[src/rtl/riscv_hazard_pkg.sv]
// Shared types and constants for the 5-stage RISC-V hazard/flush controller.
package riscv_hazard_pkg;

  typedef enum logic [1:0] {
    FWD_RF  = 2'b00,
    FWD_WB  = 2'b01,
    FWD_MEM = 2'b10
  } fwd_sel_e;

  typedef enum logic {
    RUN     = 1'b0,
    MD_BUSY = 1'b1
  } hz_state_e;

  localparam logic [4:0] REG_ZERO = 5'd0;

  // M-stage result is newer than W-stage, so it wins when both match.
  function automatic fwd_sel_e fwd_sel(input logic [4:0] rs,
                                       input logic       reg_write_m,
                                       input logic [4:0] rd_m,
                                       input logic       reg_write_w,
                                       input logic [4:0] rd_w);
    if (reg_write_m && (rd_m != REG_ZERO) && (rd_m == rs))      return FWD_MEM;
    else if (reg_write_w && (rd_w != REG_ZERO) && (rd_w == rs)) return FWD_WB;
    else                                                        return FWD_RF;
  endfunction

endpackage

[src/rtl/hazard_ctrl_mc_if.sv]
// Hazard controller bundle: stage indices/control bits in, stall/flush/forward out.
// Optional perf counters appear when HAZARD_PERF_EN is defined.
interface hazard_ctrl_mc_if;
  logic [4:0]  Rs1D, Rs2D, Rs1E, Rs2E, RdE, RdM, RdW;
  logic        RegWriteM, RegWriteW, LoadE, PCSrcE, MdStartE;
  logic [1:0]  ForwardAE, ForwardBE;
  logic        StallF, StallD, StallE;
  logic        FlushD, FlushE, FlushM;
  logic        MdBusy, MdDoneE;
`ifdef HAZARD_PERF_EN
  logic [31:0] StallCycles, FlushCount;
`endif

  modport master (
    output Rs1D, Rs2D, Rs1E, Rs2E, RdE, RdM, RdW,
    output RegWriteM, RegWriteW, LoadE, PCSrcE, MdStartE,
    input  ForwardAE, ForwardBE, StallF, StallD, StallE,
    input  FlushD, FlushE, FlushM, MdBusy, MdDoneE
`ifdef HAZARD_PERF_EN
    , input StallCycles, FlushCount
`endif
  );

  modport slave (
    input  Rs1D, Rs2D, Rs1E, Rs2E, RdE, RdM, RdW,
    input  RegWriteM, RegWriteW, LoadE, PCSrcE, MdStartE,
    output ForwardAE, ForwardBE, StallF, StallD, StallE,
    output FlushD, FlushE, FlushM, MdBusy, MdDoneE
`ifdef HAZARD_PERF_EN
    , output StallCycles, FlushCount
`endif
  );
endinterface

[src/rtl/hazard_md_timer.sv]
// Multi-cycle execute sequencer: holds an op in E for MD_LATENCY cycles,
// stalling for the first MD_LATENCY-1 and pulsing done on the last.
import riscv_hazard_pkg::*;

module hazard_md_timer #(
  parameter int MD_LATENCY = 4,
  parameter int CNT_W      = 4
) (
  input  logic clk,
  input  logic reset,
  input  logic start,
  output logic busy,
  output logic stall,
  output logic done
);

  hz_state_e        state, state_nx;
  logic [CNT_W-1:0] cnt, cnt_nx;

  always_ff @(posedge clk or posedge reset) begin
    if (reset) begin
      state <= RUN;
      cnt   <= '0;
    end else begin
      state <= state_nx;
      cnt   <= cnt_nx;
    end
  end

  // The start cycle counts as the first held cycle, hence the -2 preload.
  always_comb begin
    state_nx = state;
    cnt_nx   = cnt;
    stall    = 1'b0;
    done     = 1'b0;
    busy     = 1'b0;
    case (state)
      RUN: begin
        stall = start;
        if (start) begin
          state_nx = MD_BUSY;
          cnt_nx   = CNT_W'(MD_LATENCY - 2);
        end
      end
      MD_BUSY: begin
        busy = 1'b1;
        if (cnt != '0) begin
          stall  = 1'b1;
          cnt_nx = cnt - CNT_W'(1);
        end else begin
          done     = 1'b1;
          state_nx = RUN;
        end
      end
      default: state_nx = RUN;
    endcase
  end

endmodule

[src/rtl/hazard_ctrl_mc.sv]
// Hazard/flush controller for the 5-stage pipeline: forwarding, load-use,
// branch flush and mul/div stall. HAZARD_PERF_EN adds stall/flush counters.
import riscv_hazard_pkg::*;

module hazard_ctrl_mc #(
  parameter int MD_LATENCY = 4,
  parameter int CNT_W      = 4
) (
  input  logic            clk,
  input  logic            reset,
  hazard_ctrl_mc_if.slave hz
);

  logic lw_stall, md_stall, md_busy, md_done;

  hazard_md_timer #(
    .MD_LATENCY (MD_LATENCY),
    .CNT_W      (CNT_W)
  ) u_md_timer (
    .clk   (clk),
    .reset (reset),
    .start (hz.MdStartE),
    .busy  (md_busy),
    .stall (md_stall),
    .done  (md_done)
  );

  assign hz.ForwardAE = fwd_sel(hz.Rs1E, hz.RegWriteM, hz.RdM, hz.RegWriteW, hz.RdW);
  assign hz.ForwardBE = fwd_sel(hz.Rs2E, hz.RegWriteM, hz.RdM, hz.RegWriteW, hz.RdW);

  assign lw_stall = hz.LoadE && (hz.RdE != REG_ZERO) &&
                    ((hz.Rs1D == hz.RdE) || (hz.Rs2D == hz.RdE));

  assign hz.StallE  = md_stall;
  assign hz.FlushM  = md_stall;
  assign hz.StallF  = md_stall | lw_stall;
  assign hz.StallD  = md_stall | lw_stall;
  // A held register must never also be cleared, so mdStall masks both flushes.
  assign hz.FlushD  = hz.PCSrcE & ~md_stall;
  assign hz.FlushE  = (lw_stall | hz.PCSrcE) & ~md_stall;
  assign hz.MdBusy  = md_busy;
  assign hz.MdDoneE = md_done;

`ifdef HAZARD_PERF_EN
  logic [31:0] stall_cycles, flush_count;

  always_ff @(posedge clk or posedge reset) begin
    if (reset) begin
      stall_cycles <= '0;
      flush_count  <= '0;
    end else begin
      if (hz.StallF && !(&stall_cycles))
        stall_cycles <= stall_cycles + 32'd1;
      if (hz.FlushE && hz.PCSrcE && !(&flush_count))
        flush_count <= flush_count + 32'd1;
    end
  end

  assign hz.StallCycles = stall_cycles;
  assign hz.FlushCount  = flush_count;
`endif

endmodule

[src/flat_wrapper.sv]
// flat-port wrapper written by rule: the top's interface ports become plain ports
module hazard_ctrl_mc_flat 
#(
  parameter int MD_LATENCY = 4,
  parameter int CNT_W      = 4
)
  (clk, reset, hz_Rs1D, hz_Rs2D, hz_Rs1E, hz_Rs2E, hz_RdE, hz_RdM, hz_RdW, hz_RegWriteM, hz_RegWriteW, hz_LoadE, hz_PCSrcE, hz_MdStartE, hz_ForwardAE, hz_ForwardBE, hz_StallF, hz_StallD, hz_StallE, hz_FlushD, hz_FlushE, hz_FlushM, hz_MdBusy, hz_MdDoneE);
  hazard_ctrl_mc_if hz_i ();
  input  logic clk;
  input  logic reset;
  input wire logic [$bits(hz_i.Rs1D)-1:0] hz_Rs1D;
  input wire logic [$bits(hz_i.Rs2D)-1:0] hz_Rs2D;
  input wire logic [$bits(hz_i.Rs1E)-1:0] hz_Rs1E;
  input wire logic [$bits(hz_i.Rs2E)-1:0] hz_Rs2E;
  input wire logic [$bits(hz_i.RdE)-1:0] hz_RdE;
  input wire logic [$bits(hz_i.RdM)-1:0] hz_RdM;
  input wire logic [$bits(hz_i.RdW)-1:0] hz_RdW;
  input wire logic [$bits(hz_i.RegWriteM)-1:0] hz_RegWriteM;
  input wire logic [$bits(hz_i.RegWriteW)-1:0] hz_RegWriteW;
  input wire logic [$bits(hz_i.LoadE)-1:0] hz_LoadE;
  input wire logic [$bits(hz_i.PCSrcE)-1:0] hz_PCSrcE;
  input wire logic [$bits(hz_i.MdStartE)-1:0] hz_MdStartE;
  output wire logic [$bits(hz_i.ForwardAE)-1:0] hz_ForwardAE;
  output wire logic [$bits(hz_i.ForwardBE)-1:0] hz_ForwardBE;
  output wire logic [$bits(hz_i.StallF)-1:0] hz_StallF;
  output wire logic [$bits(hz_i.StallD)-1:0] hz_StallD;
  output wire logic [$bits(hz_i.StallE)-1:0] hz_StallE;
  output wire logic [$bits(hz_i.FlushD)-1:0] hz_FlushD;
  output wire logic [$bits(hz_i.FlushE)-1:0] hz_FlushE;
  output wire logic [$bits(hz_i.FlushM)-1:0] hz_FlushM;
  output wire logic [$bits(hz_i.MdBusy)-1:0] hz_MdBusy;
  output wire logic [$bits(hz_i.MdDoneE)-1:0] hz_MdDoneE;
  assign hz_i.Rs1D = hz_Rs1D;
  assign hz_i.Rs2D = hz_Rs2D;
  assign hz_i.Rs1E = hz_Rs1E;
  assign hz_i.Rs2E = hz_Rs2E;
  assign hz_i.RdE = hz_RdE;
  assign hz_i.RdM = hz_RdM;
  assign hz_i.RdW = hz_RdW;
  assign hz_i.RegWriteM = hz_RegWriteM;
  assign hz_i.RegWriteW = hz_RegWriteW;
  assign hz_i.LoadE = hz_LoadE;
  assign hz_i.PCSrcE = hz_PCSrcE;
  assign hz_i.MdStartE = hz_MdStartE;
  assign hz_ForwardAE = hz_i.ForwardAE;
  assign hz_ForwardBE = hz_i.ForwardBE;
  assign hz_StallF = hz_i.StallF;
  assign hz_StallD = hz_i.StallD;
  assign hz_StallE = hz_i.StallE;
  assign hz_FlushD = hz_i.FlushD;
  assign hz_FlushE = hz_i.FlushE;
  assign hz_FlushM = hz_i.FlushM;
  assign hz_MdBusy = hz_i.MdBusy;
  assign hz_MdDoneE = hz_i.MdDoneE;
  hazard_ctrl_mc #(.MD_LATENCY(MD_LATENCY), .CNT_W(CNT_W)) u_core (.clk(clk), .reset(reset), .hz(hz_i));
endmodule
[config.mk]
export PLATFORM = sky130hd
export DESIGN_NAME = hazard_ctrl_mc_flat
export DESIGN_NICKNAME = d
export VERILOG_FILES = /design/src/rtl/riscv_hazard_pkg.sv /design/src/rtl/hazard_ctrl_mc_if.sv /design/src/rtl/hazard_md_timer.sv /design/src/rtl/hazard_ctrl_mc.sv /design/src/flat_wrapper.sv
export SDC_FILE = /design/constraint.sdc
export NUM_CORES = 1
export LEC_CHECK = 0
export CORE_ASPECT_RATIO = 1.75
export CORE_MARGIN = 10
export CORE_UTILIZATION = 29
export DETAILED_ROUTE_END_ITERATION = 10
export HOLD_SLACK_MARGIN = 0.03
export PLACE_DENSITY = 0.75
export SYNTH_ARGS = -nofsm -noshare
export SYNTH_HDL_FRONTEND = slang
export SYNTH_SLANG_ARGS = --single-unit
[constraint.sdc]
create_clock -name clk -period 1.47 [get_ports clk]
set_input_delay 0.294 -clock clk [delete_from_list [all_inputs] [get_ports clk]]
set_output_delay 0.294 -clock clk [all_outputs]
set_load 0.01 [all_outputs]
# Word level (Yosys, flattened, before mapping)
# Index checks and enable logic that the tools add are counted.
# classes
n_addsub	1
eq_ne	8
mux	14
n_bitwise	6
reduce_logical	14
# ops
op	n
5-bit equality test	6
5-bit nonzero test	3
1-bit logical AND	8
4-bit 2-to-1 mux	2
4-bit one-hot mux with 2 select lines	1
1-bit 2-to-1 mux	7
2-bit 2-to-1 mux	2
1-bit one-hot mux with 2 select lines	2
4-bit nonzero test	1
4-bit by 1-bit subtractor with 4-bit output (second input constant)	1
1-bit bitwise AND	2
2-bit by 1-bit inequality test with 1-bit output (second input constant)	1
2-bit inequality test (second input constant)	1
1-bit inverter	2
1-bit OR	2
2-bit AND reduction	1
1-bit logical OR	1
# word_totals
reg_bits	5
in_bits	42
out_inout_bits	12
elab_cells	45

# Depth between registers and ports, before layout
# logic_depth
word_depth	5
ltp_mapped	6
mapped_depth_nobuf	6

# Modules after synthesis
# From an unflattened synthesis, not the netlist that was laid out.
# hier_totals
hier_cells	80
hier_area_um2	706.9
# by_module_without_submodules
mod	n_inst	cells_each	area_each_um2	seq_area_each_um2
hazard_ctrl_mc	1	55	434.2	0.0
hazard_md_timer	1	25	272.8	125.1

# Worst setup path before layout
# No wires, ideal clock.
# synth_path
path_type	register to output
start	register u_core.u_md_timer.cnt[0]
end	output port hz_FlushE
arrival_ns	1.609
required_time_ns	1.176
path_slack_ns	-0.433
stages_incl_launch_ff	7
n_path_buf	0
cell_sequence	dfrtp_1 > inv_1 > ha_1 > nand2b_1 > nor3b_2 > nor2_1 > o31ai_1
# synth_via
elab_chain_len	5
# synth_rtl
element	line_no	text
start, declared	hazard_md_timer.sv:18	logic [CNT_W-1:0] cnt, cnt_nx;
start signal, assigned	hazard_md_timer.sv:26	cnt <= cnt_nx;
4-bit nonzero test	hazard_md_timer.sv:47	if (cnt != '0) begin
1-bit 2-to-1 mux	hazard_md_timer.sv:47	
1-bit one-hot mux with 2 select lines	hazard_md_timer.sv:37	case (state)
net hz_FlushM	flat_wrapper.sv:30	output wire logic [$bits(hz_i.FlushM)-1:0] hz_FlushM;
1-bit inverter	hazard_ctrl_mc.sv:40	assign hz.FlushE = (lw_stall | hz.PCSrcE) & ~md_stall;
1-bit bitwise AND	hazard_ctrl_mc.sv:40	
end, declared	flat_wrapper.sv:29	output wire logic [$bits(hz_i.FlushE)-1:0] hz_FlushE;
# The timed path passes the listed nets, and every way through them passes these cells.

# Final worst setup path
# layout_path
start	register u_core.u_md_timer.cnt[0]
end	output port hz_FlushE
# layout_via
elab_chain_len	5
# layout_rtl
element	line_no
4-bit nonzero test	hazard_md_timer.sv:47
1-bit 2-to-1 mux	hazard_md_timer.sv:47
1-bit one-hot mux with 2 select lines	hazard_md_timer.sv:37
1-bit inverter	hazard_ctrl_mc.sv:40
1-bit bitwise AND	hazard_ctrl_mc.sv:40
# Every way passes these cells.

==> out/results.tsv <==
metric	value	unit
critical path's largest stage delay	0.39	ns
Logic pwr share	73.5	%
Clock Sinks	5	
core area	2270	um2
Least-Margin Pin Slew	0.338	ns
netlist area before placement	682	um2
H-tree depth	1	
outcome	finished with violations	
post-placement setup slack	-1.32	ns
Initial Util	30.0	%
post-DP HPWL	2760	um
Via-to-Cell Ratio	4.91	
TritonCTS clock tree	done	
# setup viols final	14	
share of post-route cells with drive strength above 1	57.9	%
Worst Hold Slack	0.288	ns
WS Path Type	reg -> out	
Hold Path Class	in -> async	
fin crit period	1.91	ns
FF+latch count, synth	5	
Final Skew	0.00298	ns
Area Growth Syn to Fin	154	%
RR Startpoint	u_core.u_md_timer.cnt[0]	
initial antenna violation count	0	
Max Cap Violations	0	
worst skew pair latency	0.22	ns
Die ar.	4770	um2
Rows	23	
final setup margin	-0.441	ns
Final GP Congestion	0.857	
Reg power frac	13.3	%
layer with the highest usage	met2	
final count of pins violating max slew	0	
warnings from Yosys	0	
Reg2Reg Setup Slack	-0.17	ns
clock share of power	13.1	%
Max FO, Critical Path	3	
Synth Instances	82	
met1 usage	11.5	%
Overall Power	0.00196	W
critical path launch point type	flop	
failing checks	negative setup slack	
CP Cell Sequence	inv_2, ha_4, nand2b_4, nor3b_4, buf_6, nor2_4, o31ai_4, buf_2	
Req. time, crit path	1.18	ns
largest net degree at the start of global routing	6	
met3 usage	8.60	%
Syn Nets	125	
Final Hold Viols	0	
Remaining DRCs	0	
syn avg cell area	8.32	um2
vias in the first global route	1134	
crit share post-route	130	%
DIE HEIGHT	84.1	um
post-route ant nets	0	
Starting DRT DRC Count	4	
Die X	56.7	um
vias	963	
GRT overflow	0	
internal power component	0.00124	W
RSZ-0062 raised after global routing	yes	
crit path to	hz_FlushE	
sw frac	36.4	%
met2 Resource Use GR	25.5	%
nets@finish	215	
drt wl/cell	17.1	um
Max Clk Rate	523	MHz
R2R cell count	5	
Psw	0.000712	W
Crit. End Element	primary output	
DR pass1 iterations	3	
maximum vdd ir drop	0.000582	V
CP startpoint	u_core.u_md_timer.cnt[0]	
total clock buffers created by CTS	3	
Critical R2R Capture	u_core.u_md_timer.cnt[3]	
Slew HR	77.4	%
arrival time of the worst setup path	1.62	ns
synth unique cells	26	
GRT Util Overall	13.9	%
clk buf depth	2	
Inserted Diodes	0	
first-pass GRT wire length	5400	um
clock-pin slew on the worst setup and hold paths	0.04	ns
Static Leak	0.823	nW
fin util	76.2	%
Port Buf Inserts	53	
pwr dens	1130	nW/um2
Routed WL	3350	um
CP max stage cell	dfrtp_1	
# IOs	54	
Seq/Total Area, Yosys	18.3	%
root buf cell	clkbuf_8	
-- power by group through the flow --
stage               Sequential, W  Combinational (W)  Clock [W]
global placement         0.000252            0.00114          0
finish                   0.000261            0.00144   0.000257
CTS                      0.000265            0.00133   0.000264
floorplan                0.000265           0.000554          0
detailed placement       0.000261            0.00118          0
global route             0.000267            0.00155   0.000277
-- cells in the mapped netlist, drive strengths merged --
cell    number  area (um2)
xor2        24         210
o21ai       10        53.8
inv          6        22.5
xnor2        6        52.6
dfrtp        5         125
or4          5        37.5
nor2         4        15.0
nor4         4        37.5
buf          2        15.0
nand3        2        10.0
nor3         2        10.0
a21oi        1        5.00
a22oi        1        7.51
ha           1        12.5
nand2        1        3.75
nand2b       1        6.26
nor2b        1        6.26
nor3b        1        12.5
o22a         1        8.76
o22ai        1        6.26
o31ai        1        7.51
or3          1        6.26
or4b         1        10.0
-- kinds of logic after synthesis --
logic type / after synthesis / synth area share (%)
AO/OA/AOI/OAI: 15 / 13.0
XOR/XNOR: 30 / 38.5
adder cells (fa/ha/maj): 1 / 1.83
buffers and inverters: 8 / 5.50
flip-flops: 5 / 18.3
AND/OR/NAND/NOR: 23 / 22.8
-- state kept, by name (all words and copies together) (netlist names) --
| name | count |
|---|---|
| u_core.u_md_timer.cnt | 4 |
| u_core.u_md_timer.state | 1 |
-- worst max-delay path: cells and delay by family (launching register included) --
| kind | cells | cell delay, ns |
|---|---|---|
| AOI/OAI and AO/OA | 1 | 0.15 |
| adders and majority gates | 1 | 0.14 |
| buffers and inverters | 3 | 0.38 |
| and+or+nand+nor | 3 | 0.34 |
| DFF | 1 | 0.39 |
-- metal layers --
metal / up-vias / part of all wire (%)
li1: 462 / -
met1: 440 / 30
met2: 54 / 55
met3: 7 / 12
met4: 0 / 2.7
met5: - / 0
-- cell type report --
class,count,area [um2]
inverters,6,22.5
fillers,155,542
multi-input cells,69,743
flip-flops and latches,5,125
repair buffers,87,764
clock buffers,4,45.0
well taps,25,31.3
-- worst min path at each step --
stage | end | cells past startpoint | startpoint | slack (ns)
final | u_core.u_md_timer.cnt[2] | 2 | reset | 0.29
after global routing | u_core.u_md_timer.cnt[2] | 2 | reset | 0.31
after CTS | u_core.u_md_timer.cnt[2] | 2 | reset | 0.29
after detailed placement | u_core.u_md_timer.cnt[0] | 2 | reset | 0.53
after global placement | u_core.u_md_timer.state | 2 | reset | 0.51
after floorplan | u_core.u_md_timer.cnt[0] | 1 | reset | 0.07
-- metrics by stage --
| stage | cell area (um2) | std cells | TNS (ns) |
|---|---|---|---|
| 2_1_floorplan | 761 | 82 | -0.788 |
| 3_3_place_gp | 1470 | 180 | -10.05 |
| 3_5_place_dp | 1470 | 180 | -10.39 |
| 4_1_cts | 1640 | 192 | -4.55 |
| 5_1_grt | 1730 | 196 | -4.73 |
| 6_report | 1730 | 196 | -4.12 |
-- cells in the final DEF, fill, tap and decap left out, types with 2 or more instances in the layout --
cell and n:
buf_4 23, xor2_1 22, buf_6 19, clkdlybuf4s50_1 11
buf_2 9, clkbuf_2 9, dlymetal6s2s_1 6, o21ai_0 5
or4_4 5, dfrtp_1 5, xnor2_2 4, nor4_4 4
dlygate4sd2_1 4, nor2_1 3, inv_1 3, inv_2 3
o21ai_4 3, clkbuf_8 3, clkdlybuf4s15_1 3, xor2_2 2
xnor2_1 2, nor3_2 2, clkdlybuf4s15_2 2
-- timing repair --
item,4_1_cts,5_1_grt
endpoints found under the setup margin,14,15
hold buffers,0,0
gates resized for setup,124,47
buffers inserted,10,6
pin swaps,22,21
gates cloned,0,0
Power figures use the tool's default switching activity.
